### config.mk
export PLATFORM = sky130hd
export DESIGN_NAME = axi_write_arbiter
export DESIGN_NICKNAME = d
export VERILOG_FILES = /design/src/rtl/axi_write_arbiter.sv
export SDC_FILE = /design/constraint.sdc
export NUM_CORES = 1
export LEC_CHECK = 0
export BUFFER_PORTS_ARGS = -buffer_cell sky130_fd_sc_hd__buf_2
export CAP_MARGIN = 30
export CORE_AREA = 2 2 113 115
export CTS_CLUSTER_SIZE = 25
export DETAILED_ROUTE_END_ITERATION = 7
export DIE_AREA = 0 0 115 117
export GPL_TIMING_DRIVEN = 1
export PLACE_DENSITY = 0.58
export SKIP_LAST_GASP = 1
export SYNTH_ARGS = -nofsm -noshare
export SYNTH_HDL_FRONTEND = slang
export SYNTH_SLANG_ARGS = --single-unit
### constraint.sdc
create_clock -name ACLK -period 1.65 [get_ports ACLK]
set_input_delay 0.0825 -clock ACLK [delete_from_list [all_inputs] [get_ports ACLK]]
set_output_delay 0.0825 -clock ACLK [all_outputs]
set_load 0.02 [all_outputs]
### src/rtl/axi_write_arbiter.sv
// Two-master to one-slave AXI write-path arbiter (AW, W, B), round-robin per transaction.
// Latency: arbitration takes one IDLE cycle; AW/W/B are then forwarded combinationally.
// Backpressure: slave readies pass straight to the granted master; the other master sees ready=0.
module axi_write_arbiter #(
  parameter int ID_BITS   = 4,
  parameter int IDS_BITS  = 8,
  parameter int ADDR_BITS = 32,
  parameter int DATA_BITS = 32,
  parameter int STRB_BITS = 4,
  parameter int LEN_BITS  = 4
) (
  input  logic                 ACLK,
  input  logic                 ARESETn,
  // master 0
  input  logic [ID_BITS-1:0]   M0_AWID,
  input  logic [ADDR_BITS-1:0] M0_AWADDR,
  input  logic [LEN_BITS-1:0]  M0_AWLEN,
  input  logic [2:0]           M0_AWSIZE,
  input  logic [1:0]           M0_AWBURST,
  input  logic                 M0_AWVALID,
  output logic                 M0_AWREADY,
  input  logic [DATA_BITS-1:0] M0_WDATA,
  input  logic [STRB_BITS-1:0] M0_WSTRB,
  input  logic                 M0_WLAST,
  input  logic                 M0_WVALID,
  output logic                 M0_WREADY,
  output logic [ID_BITS-1:0]   M0_BID,
  output logic [1:0]           M0_BRESP,
  output logic                 M0_BVALID,
  input  logic                 M0_BREADY,
  // master 1
  input  logic [ID_BITS-1:0]   M1_AWID,
  input  logic [ADDR_BITS-1:0] M1_AWADDR,
  input  logic [LEN_BITS-1:0]  M1_AWLEN,
  input  logic [2:0]           M1_AWSIZE,
  input  logic [1:0]           M1_AWBURST,
  input  logic                 M1_AWVALID,
  output logic                 M1_AWREADY,
  input  logic [DATA_BITS-1:0] M1_WDATA,
  input  logic [STRB_BITS-1:0] M1_WSTRB,
  input  logic                 M1_WLAST,
  input  logic                 M1_WVALID,
  output logic                 M1_WREADY,
  output logic [ID_BITS-1:0]   M1_BID,
  output logic [1:0]           M1_BRESP,
  output logic                 M1_BVALID,
  input  logic                 M1_BREADY,
  // slave
  output logic [IDS_BITS-1:0]  S_AWID,
  output logic [ADDR_BITS-1:0] S_AWADDR,
  output logic [LEN_BITS-1:0]  S_AWLEN,
  output logic [2:0]           S_AWSIZE,
  output logic [1:0]           S_AWBURST,
  output logic                 S_AWVALID,
  input  logic                 S_AWREADY,
  output logic [DATA_BITS-1:0] S_WDATA,
  output logic [STRB_BITS-1:0] S_WSTRB,
  output logic                 S_WLAST,
  output logic                 S_WVALID,
  input  logic                 S_WREADY,
  input  logic [IDS_BITS-1:0]  S_BID,
  input  logic [1:0]           S_BRESP,
  input  logic                 S_BVALID,
  output logic                 S_BREADY
);

  typedef enum logic [1:0] {
    IDLE = 2'd0,
    ADDR = 2'd1,
    DATA = 2'd2,
    RESP = 2'd3
  } state_t;

  state_t state;
  logic   grant;       // 0 = M0 owns the slave, 1 = M1
  logic   last_grant;  // winner of the previous AW handshake
  logic   arb_grant;
  logic   aw_hs;
  logic   w_last_hs;
  logic   b_hs;
  logic   unused_bid_hi;

  // Tag bits are only consumed by the routing check below; routing itself follows grant.
  assign unused_bid_hi = ^S_BID[IDS_BITS-1:ID_BITS];

  assign aw_hs     = S_AWVALID && S_AWREADY;
  assign w_last_hs = S_WVALID && S_WREADY && S_WLAST;
  assign b_hs      = S_BVALID && S_BREADY;

  // Round-robin pick: a lone requester wins, a tie goes to whoever did not win last.
  always_comb begin
    arb_grant = M1_AWVALID;
    if (M0_AWVALID && M1_AWVALID) begin
      arb_grant = ~last_grant;
    end
  end

  // Transaction FSM: grant is held from arbitration until the B handshake completes.
  always_ff @(posedge ACLK) begin
    if (!ARESETn) begin
      state      <= IDLE;
      grant      <= 1'b0;
      last_grant <= 1'b1;
    end else begin
      case (state)
        IDLE: begin
          if (M0_AWVALID || M1_AWVALID) begin
            grant <= arb_grant;
            state <= ADDR;
          end
        end
        ADDR: begin
          if (aw_hs) begin
            last_grant <= grant;
            state      <= DATA;
          end
        end
        DATA: begin
          if (w_last_hs) begin
            state <= RESP;
          end
        end
        RESP: begin
          if (b_hs) begin
            state <= IDLE;
          end
        end
        default: state <= IDLE;
      endcase
    end
  end

  // Channel steering: only the channel of the current phase is connected, everything else idles at 0.
  always_comb begin
    S_AWID     = '0;
    S_AWADDR   = '0;
    S_AWLEN    = '0;
    S_AWSIZE   = '0;
    S_AWBURST  = '0;
    S_AWVALID  = 1'b0;
    S_WDATA    = '0;
    S_WSTRB    = '0;
    S_WLAST    = 1'b0;
    S_WVALID   = 1'b0;
    S_BREADY   = 1'b0;
    M0_AWREADY = 1'b0;
    M1_AWREADY = 1'b0;
    M0_WREADY  = 1'b0;
    M1_WREADY  = 1'b0;
    M0_BID     = '0;
    M0_BRESP   = '0;
    M0_BVALID  = 1'b0;
    M1_BID     = '0;
    M1_BRESP   = '0;
    M1_BVALID  = 1'b0;
    case (state)
      ADDR: begin
        S_AWID[ID_BITS-1:0] = grant ? M1_AWID : M0_AWID;
        S_AWID[ID_BITS]     = grant;
        S_AWADDR            = grant ? M1_AWADDR : M0_AWADDR;
        S_AWLEN             = grant ? M1_AWLEN : M0_AWLEN;
        S_AWSIZE            = grant ? M1_AWSIZE : M0_AWSIZE;
        S_AWBURST           = grant ? M1_AWBURST : M0_AWBURST;
        S_AWVALID           = grant ? M1_AWVALID : M0_AWVALID;
        M0_AWREADY          = !grant && S_AWREADY;
        M1_AWREADY          = grant && S_AWREADY;
      end
      DATA: begin
        S_WDATA   = grant ? M1_WDATA : M0_WDATA;
        S_WSTRB   = grant ? M1_WSTRB : M0_WSTRB;
        S_WLAST   = grant ? M1_WLAST : M0_WLAST;
        S_WVALID  = grant ? M1_WVALID : M0_WVALID;
        M0_WREADY = !grant && S_WREADY;
        M1_WREADY = grant && S_WREADY;
      end
      RESP: begin
        S_BREADY = grant ? M1_BREADY : M0_BREADY;
        if (grant) begin
          M1_BVALID = S_BVALID;
          M1_BID    = S_BID[ID_BITS-1:0];
          M1_BRESP  = S_BRESP;
        end else begin
          M0_BVALID = S_BVALID;
          M0_BID    = S_BID[ID_BITS-1:0];
          M0_BRESP  = S_BRESP;
        end
      end
      default: ;
    endcase
  end

  // A response whose master tag disagrees with the grant means the slave corrupted the ID.
  assert property (@(posedge ACLK) disable iff (!ARESETn)
                   (state == RESP && S_BVALID) |-> (S_BID[ID_BITS] == grant));

endmodule

Word-level counts from Yosys, hierarchy flattened --
Index checks and enable logic that the tools add are counted.
Cells by class: bitwise operators 1, reduce and logical (&&, ||, !) cells 15, equality and inequality tests 7, muxes and demuxes 44
Operator list (count):
- $mux W32 | 4
- $mux W4 | 9
- $mux W2 | 10
- $mux W1 | 17
- $logic_and A1 B1 Y1 | 9
- $ne A2 B2 Y1 const B | 4
- $pmux W2 S4 | 1
- $mux W3 | 2
- $mux W5 | 1
- $eq A2 B2 Y1 const B | 2
- $reduce_and A2 Y1 | 2
- $reduce_and A4 Y1 | 1
- $eq A2 B1 Y1 const B | 1
- $logic_not A2 Y1 | 1
- $logic_not A1 Y1 | 1
- $logic_or A1 B1 Y1 | 1
- $not A1 Y1 | 1
Storage, ports and cells: output and inout bits 107, bits in registers 4, word-level logic and storage cells 70

Logic depth before layout (Yosys ltp) --
Gate-level depths: netlist (run 1).
word-level depth 6, gate-level depth with buffers 6, depth with buffers taken out 6

Least setup slack after synthesis (run 1) --
Ideal clock, no wire load.
path type register -> output, start register state[1], end output port S_AWADDR[0], cell stages (with the launch flop) 6, arrival 1.369 ns, required time 1.567 ns, slack 0.199 ns, buffers on the path 2, cell sequence dfxtp_1 > inv_1 > ha_1 > clkbuf_1 > clkbuf_1 > nor2b_1
On the way: longest elaborated chain between the ends 2
Ends and longest elaborated chain:
- start: declaration | line 74 | state_t state;
- start signal: assignment | line 101 | state <= IDLE;
- start signal: assignment | line 109 | state <= ADDR;
- start signal: assignment | line 115 | state <= DATA;
- $eq A2 B1 Y1 | line 156 | case (state)
- $mux W32 | line 156
- end: declaration | line 50 | output logic [ADDR_BITS-1:0] S_AWADDR,
No other way between the ends.

Worst setup path after layout (run 1) --
start register state[1], end output port S_AWSIZE[2]
On the way: longest elaborated chain between the ends 2
Ends and longest elaborated chain:
- $eq A2 B1 Y1 | line 156
- $mux W3 | line 156
- end: declaration | line 52 | output logic [2:0] S_AWSIZE,
No other way between the ends.

==> results.toml, run 1 <==
[power_and_ir_drop]
pwr-share-comb_pct = 83.9
power.density_nw_per_um2 = 967
p_int_w = 0.00174
p_clk_share_pct = 11.1
peakVddDrop_mv = 0.394
seqPwrFrac_pct = 5.0
swShare_pct = 50.3
switchingPower_w = 0.00176
p_leak_nw = 2.01

[run]
drv_cap = 0

[floorplanning]
num_io_pins = 292
core_area_um2 = 12300
start_util_pct = 15.4
core.rowCount = 41
die_x_um = 115
die_area_um2 = 13500
dieHeight_um = 117

[critical_path]
critPathMaxFanout = 32
rr_worst_depth = 6
r2r_end = "state[0]"
regToRegSetupSlack_ps = 180
critical_path_class = "reg -> out"
cp_data_required_time_ps = 1570
cp.arrival_ps = 1470
r2r-start = "state[1]"
cp-end-kind = "output pin"
cp-start-kind = "register"

[finish]
drive_gt1_share_pct = 57.1
final_cell_mix = "buf_2, mux2i_1, nor2b_1"
layout.nets = 715
antenna_cells_inserted = 0
fillers = 1388
layout_commonest_cell = "buf_2"
area_growth_pct = 90.9

[global_routing]
grt_pass1_vias = 2276
track_usage_pct = 9.22
grt_pass1_wl_mm = 10.2
antenna_found_initial = 0
grt_max_degree = 51
overflow = 0

[clocking]
clkLatencyLatePin_ps = 220
cts_buffers = 3
post_cts_resized = 0
cts_tree = "yes"
postCtsHoldBufs = 0
clk_pin_slew_ps = 30
clk_path_buf_depth = 2
cts_max_level = 1
cts_setup_buffers = 0
root_buffer = "clkbuf_16"
cts_sinks = 4

[routing]
ant_nets = 0
drc_errors = 0
routed_wl_mm = 7.82
drt-initial-drc-count = 57
first_pass_iters = 4
wl_per_cell_um = 11.6
num_vias = 2749
viasPerCell = 4.07

[timing]
tns_ps = 0
slew_viol_final = 0
rsz0062_at_grt = "false"
fin_skew_ps = 4.64
setup_viol = 0
whs_ps = 91.3
hold_violations = 0
fmax_mhz = 646
post-route-min-period_ps = 1550
period_share_pct = 93.9

[synthesis]
syn-cell-area_um2 = 1890
synth.avg_cell_area_um2 = 7.58
synth_area_leaders = "mux2i_1, nor2b_1, dfxtp_1, and3_1, ha_1"
ys_seq_area_share_pct = 4.23
netlist.area_leader.share_pct = 46.0
synth_top_area_cell = "mux2i_1"
synth_cells = 250
synth_warnings = 0
ys_types = 20
ys_seq_elements = 4

[min_path]
hold_path_end = "last_grant"
hold_depth = 2
holdCritPathClass = "in -> reg"
hp-start = "ARESETn"

[place]
io_buffers = 284
dpl.hpwl_mm = 6.63
place_congestion = 0.737

[outcome]
status = "finished, final reports clean"
## cells in the mapped netlist, drive strengths merged
library cell  count
a21bo             1
a21oi             1
a32oi             1
and2              7
and3              9
buf              13
clkbuf           11
conb              1
dfxtp             4
ha                4
inv               5
mux2i            87
nand2             9
nand3             2
nor2              3
nor2b            87
o2111ai           1
o21ai             3
o31ai             1
## power groups by stage
| stage | logic, W | registers [W] | clock network, W |
|---|---|---|---|
| after floorplan | 0.00197 | 0.000150 | 0 |
| after global placement | 0.00292 | 0.000170 | 0 |
| after detailed placement | 0.00292 | 0.000171 | 0 |
| after CTS | 0.00293 | 0.000170 | 0.000396 |
| after global routing | 0.00318 | 0.000182 | 0.000415 |
| final | 0.00293 | 0.000175 | 0.000388 |
## metrics by stage
step                      total power (W)  worst slack (ps)  cell area (um2)  instances  util [%]
after CTS                         0.00349              27.3             3570        674      29.0
after floorplan                   0.00212               199             1900        252         -
after detailed placement          0.00309               208             3500        670      28.4
final                             0.00350               101             3620        675      29.4
after global placement            0.00309               214             3500        670      28.4
after global routing              0.00377              1.49             3620        675      29.4
## state kept, by name, indices dropped and copies added (netlist names)
name,count
state,2
last_grant,1
grant,1
## cell families (layout without fill, tap and decap cells)
family                     count (synthesis)  after routing  synth area share (%)
DFF                                        4              4                  4.23
and+or+nand+nor                          117            117                  36.9
adders and majority gates                  4              4                  2.64
muxes                                     87             87                  46.0
AOI/OAI and AO/OA                          8              8                  2.91
other                                      1              3                 0.198
buffers and inverters                     29            302                  7.13
## worst max-delay path by stage
stage	from	endpoint	slack, ps	cells past startpoint
after CTS	state[1]	S_AWSIZE[2]	30	5
after global routing	state[0]	S_WSTRB[2]	1	5
final	state[1]	S_AWSIZE[2]	100	5
after global placement	state[1]	state[0]	210	6
after detailed placement	state[1]	state[0]	210	6
after floorplan	state[1]	S_AWADDR[0]	200	5
## layout make-up
type	count	area, um2	share of cell area (%)
multi-input cells	219	1690	46.8
clock buffers	4	78.8	2.18
repair buffers	293	1560	43.0
inverters	5	18.8	0.519
well taps	150	188	5.19
flip-flops and latches	4	83.8	2.32
## routing by layer
metal  track usage, %  up-vias  wire, um
met5                0        -         0
met4             1.20        0        19
met3             2.57        2       981
met2             17.5      183      3790
met1             10.5     1178      3040
li1                 -     1386         -
## worst max-delay path, stage by stage (launching register included)
cell	delay, ps
dfxtp_1	330
inv_1	80
ha_1	220
buf_6	220
nor2b_1	180
buf_2	190
Note: power is estimated with default switching activity, not from simulation.
==> run 2, diff against run 1 <==
--- a/config.mk
+++ b/config.mk
@@ -8,7 +8,6 @@
 export BUFFER_PORTS_ARGS = -buffer_cell sky130_fd_sc_hd__buf_2
 export CAP_MARGIN = 30
 export CORE_AREA = 2 2 113 115
-export CTS_CLUSTER_SIZE = 25
 export DETAILED_ROUTE_END_ITERATION = 7
 export DIE_AREA = 0 0 115 117
 export GPL_TIMING_DRIVEN = 1
==> constraint.sdc (replaced) <==
create_clock -name ACLK -period 1.65 [get_ports ACLK]
set_input_delay 0.2475 -clock ACLK [delete_from_list [all_inputs] [get_ports ACLK]]
set_output_delay 0.2475 -clock ACLK [all_outputs]
set_load 0.02 [all_outputs]
==> run 2 against run 1 <==
The flow now finishes with violations (setup timing). Sequential power grew 11%. Count of clock-buffer cells in the layout is the same. Critical endpoint is now S_WDATA[2]. Largest cell class is now buffers. First-iteration DRC count shrank 25%.
==> results.toml, run 2 (same netlist as run 1, synthesis figures left out) <==
[power_and_ir_drop]
peakVddDrop_mv = 0.475
p_leak_nw = 2.11
power.total_w = 0.00399
power.density_nw_per_um2 = 1030

[floorplanning]
dieHeight_um = 117
die_area_um2 = 13500
start_util_pct = 15.4
die_x_um = 115
core.rowCount = 41
core_area_um2 = 12300
num_io_pins = 292

[critical_path]
rr_worst_depth = 7
critPathMaxFanout = 37
cp-start-kind = "register"
endpoint = "S_WDATA[2]"
cp_data_required_time_ps = 1400
r2r_end = "state[0]"
critPathLaunch = "grant"
critical_path_class = "reg -> out"
cp-end-kind = "output pin"
regToRegSetupSlack_ps = 110
r2r-start = "state[1]"
cp.arrival_ps = 1400

[clocking]
cts_tree = "yes"
clkLatencyLatePin_ps = 230
cts_max_level = 1
cts_buffers = 3
cts_sinks = 4
clk_pin_slew_ps = 30
postCtsHoldBufs = 0
clk_path_buf_depth = 2
root_buffer = "clkbuf_16"

[place]
dpl.hpwl_mm = 6.68
io_buffers = 284
place_congestion = 0.742
dpl-instance-area_um2 = 3560

[routing]
num_vias = 2800
wl_per_cell_um = 12.4
drt-initial-drc-count = 43
routed_wl_mm = 8.52
first_pass_iters = 3
drc_errors = 0
viasPerCell = 4.07
ant_nets = 0

[global_routing]
antenna_found_initial = 1
track_usage_pct = 9.92
grt_pass1_wl_mm = 10.8
grt_pass1_vias = 2365
overflow = 0
grt_max_degree = 43

[timing]
hold_violations = 0
rsz0062_at_grt = "true"
fmax_mhz = 605
setup_ws_ps = -2.23
setup_viol = 1
fin_skew_ps = 4.92
slew_viol_final = 0
post-route-min-period_ps = 1650
period_share_pct = 100

[finish]
largest_reg_flops = 2
drive_gt1_share_pct = 60.3
area_growth_pct = 104
regMostFlops = "state"
finalInstanceArea_um2 = 3870
fillers = 1373
layout.nets = 727
layout_commonest_cell = "buf_2"
multi_input_area_um2 = 1740
final_cell_mix = "buf_2, mux2i_1, nor2b_1"
reg_top3 = "state: 2 flops, grant: 1 flops, last_grant: 1 flops"
regArea_um2 = 88.8

[min_path]
holdCritPathClass = "in -> reg"
hp-start = "ARESETn"

[outcome]
status = "finished with violations"
violations = "setup timing"

[run]
drv_cap = 0
run 2: cell count changes in the layout (fill, tap and decap cells not counted), moves of 3 or more:
cell and change:
buf_4 +16, buf_2 -9, buf_12 +3, mux2i_1 -3
mux2i_2 +3
run 2: cell type report:
class	count	area share, %
clock buffer	4	2.04
antenna	1	0.0646
timing repair buffer	305	45.4
sequential	4	2.29
multi-input combinational	219	44.9
tap	150	4.85
inverter	5	0.485
run 2: how the worst min path moves through the flow:
stage	depth (start not counted)	slack, ps	end
CTS	2	240	last_grant
global route	2	260	last_grant
detailed placement	2	480	last_grant
floorplan	1	320	last_grant
finish	2	240	last_grant
global placement	2	480	last_grant
run 2: report_power, final:
group | internal, W | switching (W) | total, W | leakage (nW)
sequential | 0.000140 | 0.0000555 | 0.000195 | 0.0346
combinational | 0.00162 | 0.00178 | 0.00340 | 2.04
clock | 0.000320 | 0.0000744 | 0.000394 | 0.0382
total | 0.00208 | 0.00191 | 0.00399 | 2.11
run 2: stage by stage:
stage | hold slack [ps] | util, % | TNS (ps) | cells | setup slack (ps)
after floorplan | 319 | - | 0 | 252 | 33.6
after global placement | 482 | 28.9 | 0 | 675 | 123
after detailed placement | 482 | 28.9 | 0 | 675 | 108
after CTS | 245 | 30.3 | -91.5 | 683 | -41.2
after global routing | 261 | 31.4 | -1910 | 687 | -66.6
final | 244 | 31.5 | -2.23 | 688 | -2.23
run 2: layer usage:
metal,GRT usage (%),wire [um],vias up
li1,-,-,1413
met1,11.0,3260,1215
met5,0,0,-
met4,1.45,21,0
met2,19.3,4300,170
met3,2.57,937,2
run 2: worst max-delay path: stages (launching register included):
cell and delay, ps:
dfxtp_4 420, buf_16 250, mux2i_1 250, nor2b_2 70, buf_4 160
run 2: timing repair:
item / in CTS / in global routing
resized for setup: 9 / 19
buffers inserted: 3 / 1
endpoints found under the setup margin: 88 / 88
gates cloned: 1 / 3
==> run 3, diff against run 2 <==
--- a/config.mk
+++ b/config.mk
@@ -7,11 +7,11 @@
 export LEC_CHECK = 0
 export BUFFER_PORTS_ARGS = -buffer_cell sky130_fd_sc_hd__buf_2
 export CAP_MARGIN = 30
-export CORE_AREA = 2 2 113 115
+export CORE_AREA = 4 4 112 114
 export DETAILED_ROUTE_END_ITERATION = 7
-export DIE_AREA = 0 0 115 117
+export DIE_AREA = 0 0 116 118
 export GPL_TIMING_DRIVEN = 1
-export PLACE_DENSITY = 0.58
+export PLACE_DENSITY = 0.6
 export SKIP_LAST_GASP = 1
 export SYNTH_ARGS = -nofsm -noshare
 export SYNTH_HDL_FRONTEND = slang
==> run 3 against run 2 <==
The flow still finishes with violations (setup timing). First-iteration DRC count shrank 4.7%. Maximum frequency is 0.59% lower. Routed wire length is 20% higher. Global-route usage up 2.4 points. Critical path depth increased by 1. Sequential share of layout area is 0.15 points lower. Utilization up 4.8 points. Non-clock buffer count is 18 higher. Design area rose by 6.9%. Count of clock-buffer cells in the layout unchanged. Combinational power grew 14%. Critical endpoint is now S_WDATA[27]. Largest cell class unchanged. Largest power group unchanged.
==> results.toml, run 3 (same netlist as run 1, synthesis figures left out) <==
[routing]
drc_errors = 0
num_vias = 2844
drt-initial-drc-count = 41
wl_per_cell_um = 14.7
viasPerCell = 4.07
first_pass_iters = 4
ant_nets = 0
routed_wl_mm = 10.2

[critical_path]
cp-start-kind = "register"
critPathMaxFanout = 14
cp_data_required_time_ps = 1400
cp.arrival_ps = 1410
r2r-start = "grant"
cp-end-kind = "output pin"
critical_path_class = "reg -> out"
rr_worst_depth = 5
r2r_end = "state[0]"
regToRegSetupSlack_ps = 90

[floorplanning]
dieHeight_um = 118
die_area_um2 = 13700
die_x_um = 116
core.rowCount = 39
num_io_pins = 292
core_area_um2 = 11400
start_util_pct = 16.6

[outcome]
status = "finished with violations"
violations = "setup timing"

[global_routing]
grt_pass1_vias = 2770
track_usage_pct = 12.3
overflow = 0
antenna_found_initial = 1
grt_max_degree = 25
grt_pass1_wl_mm = 13.7

[power_and_ir_drop]
p_leak_nw = 2.24
power.density_nw_per_um2 = 1080
peakVddDrop_mv = 0.422
power.total_w = 0.00447

[clocking]
clk_path_buf_depth = 2
root_buffer = "clkbuf_16"
cts_buffers = 3
cts_sinks = 4
cts_max_level = 1
clkLatencyLatePin_ps = 230
clk_pin_slew_ps = 30
cts_tree = "yes"
postCtsHoldBufs = 0

[timing]
whs_ps = 253
setup_ws_ps = -12.0
setup_viol = 1
post-route-min-period_ps = 1660
fin_skew_ps = 5.15
period_share_pct = 101
hold_violations = 0
fmax_mhz = 602
slew_viol_final = 0
rsz0062_at_grt = "true"

[finish]
reg_top3 = "state: 2 flops, grant: 1 flops, last_grant: 1 flops"
final_cell_mix = "buf_2, nor2b_1, mux2i_1"
area_growth_pct = 119
layout.cells.non_filler = 698
drive_gt1_share_pct = 62.7
fin_util_pct = 36.3
antenna_cells_inserted = 0
regMostFlops = "state"
largest_reg_flops = 2
fillers = 1213
layout.nets = 745
layout_commonest_cell = "buf_2"

[place]
dp_cells = 668
place_congestion = 0.769
io_buffers = 284
dpl.hpwl_mm = 7.54

[min_path]
holdCritPathClass = "in -> reg"
hold_path_end = "last_grant"
hp-start = "ARESETn"
hold_depth = 2

[run]
drv_cap = 0
## run 3: changes by cell type in the layout (fill, tap and decap cells not counted), moves of 2 or more
cell / delta
buf_2: -15
buf_4: +25
buf_6: +5
mux2i_1: -5
mux2i_2: +5
nor2b_1: -2
nor2b_4: +2
## run 3: how the worst max path moves through the flow
stage / start / end / depth (start not counted)
finish: grant / S_WDATA[27] / 5
global route: grant / S_WDATA[26] / 5
CTS: grant / S_WDATA[27] / 5
detailed placement: state[0] / S_WVALID / 5
global placement: state[0] / S_WVALID / 5
floorplan: state[1] / S_AWADDR[0] / 5
## run 3: cell type report
cell class	instances	area, um2	area share [%]
repair buffers	323	2010	48.4
clock buffers	4	78.8	1.90
multi-input cells	219	1770	42.7
flip-flops and latches	4	88.8	2.15
inverters	5	21.3	0.514
well taps	143	179	4.32
## run 3: what timing repair did
action	in CTS	in global routing
buffers inserted	8	9
setup endpoints to repair	91	95
resized for setup	16	43
cloned	4	5
## run 3: through the flow
step / setup WS [ps] / setup TNS (ps) / area, um2
floorplan: 33.6 / 0 / 1900
global placement: 123 / 0 / 3540
detailed placement: 102 / 0 / 3540
CTS: -48.8 / -628 / 3860
global route: -71.7 / -2550 / 4140
finish: -12.0 / -12.0 / 4140
## run 3: layer usage
metal	wire length [um]	share of wire, %	up-vias	global-route usage (%)
met1	3510	34	1211	13.0
met4	30	0.29	2	1.23
met3	1240	12	4	3.44
met2	5450	53	179	24.4
met5	13	0.13	-	0
li1	-	-	1448	-
## run 3: worst max-delay path, stage by stage (launching register included)
cell,delay (ps)
dfxtp_4,410
buf_12,160
buf_12,160
mux2i_1,220
nor2b_1,60
buf_2,160
## run 3: power by group
part / leakage (nW) / total (W) / internal, W / switching [W]
clock: 0.0382 / 0.000397 / 0.000320 / 0.0000770
combinational: 2.17 / 0.00389 / 0.00194 / 0.00195
sequential: 0.0346 / 0.000189 / 0.000138 / 0.0000509
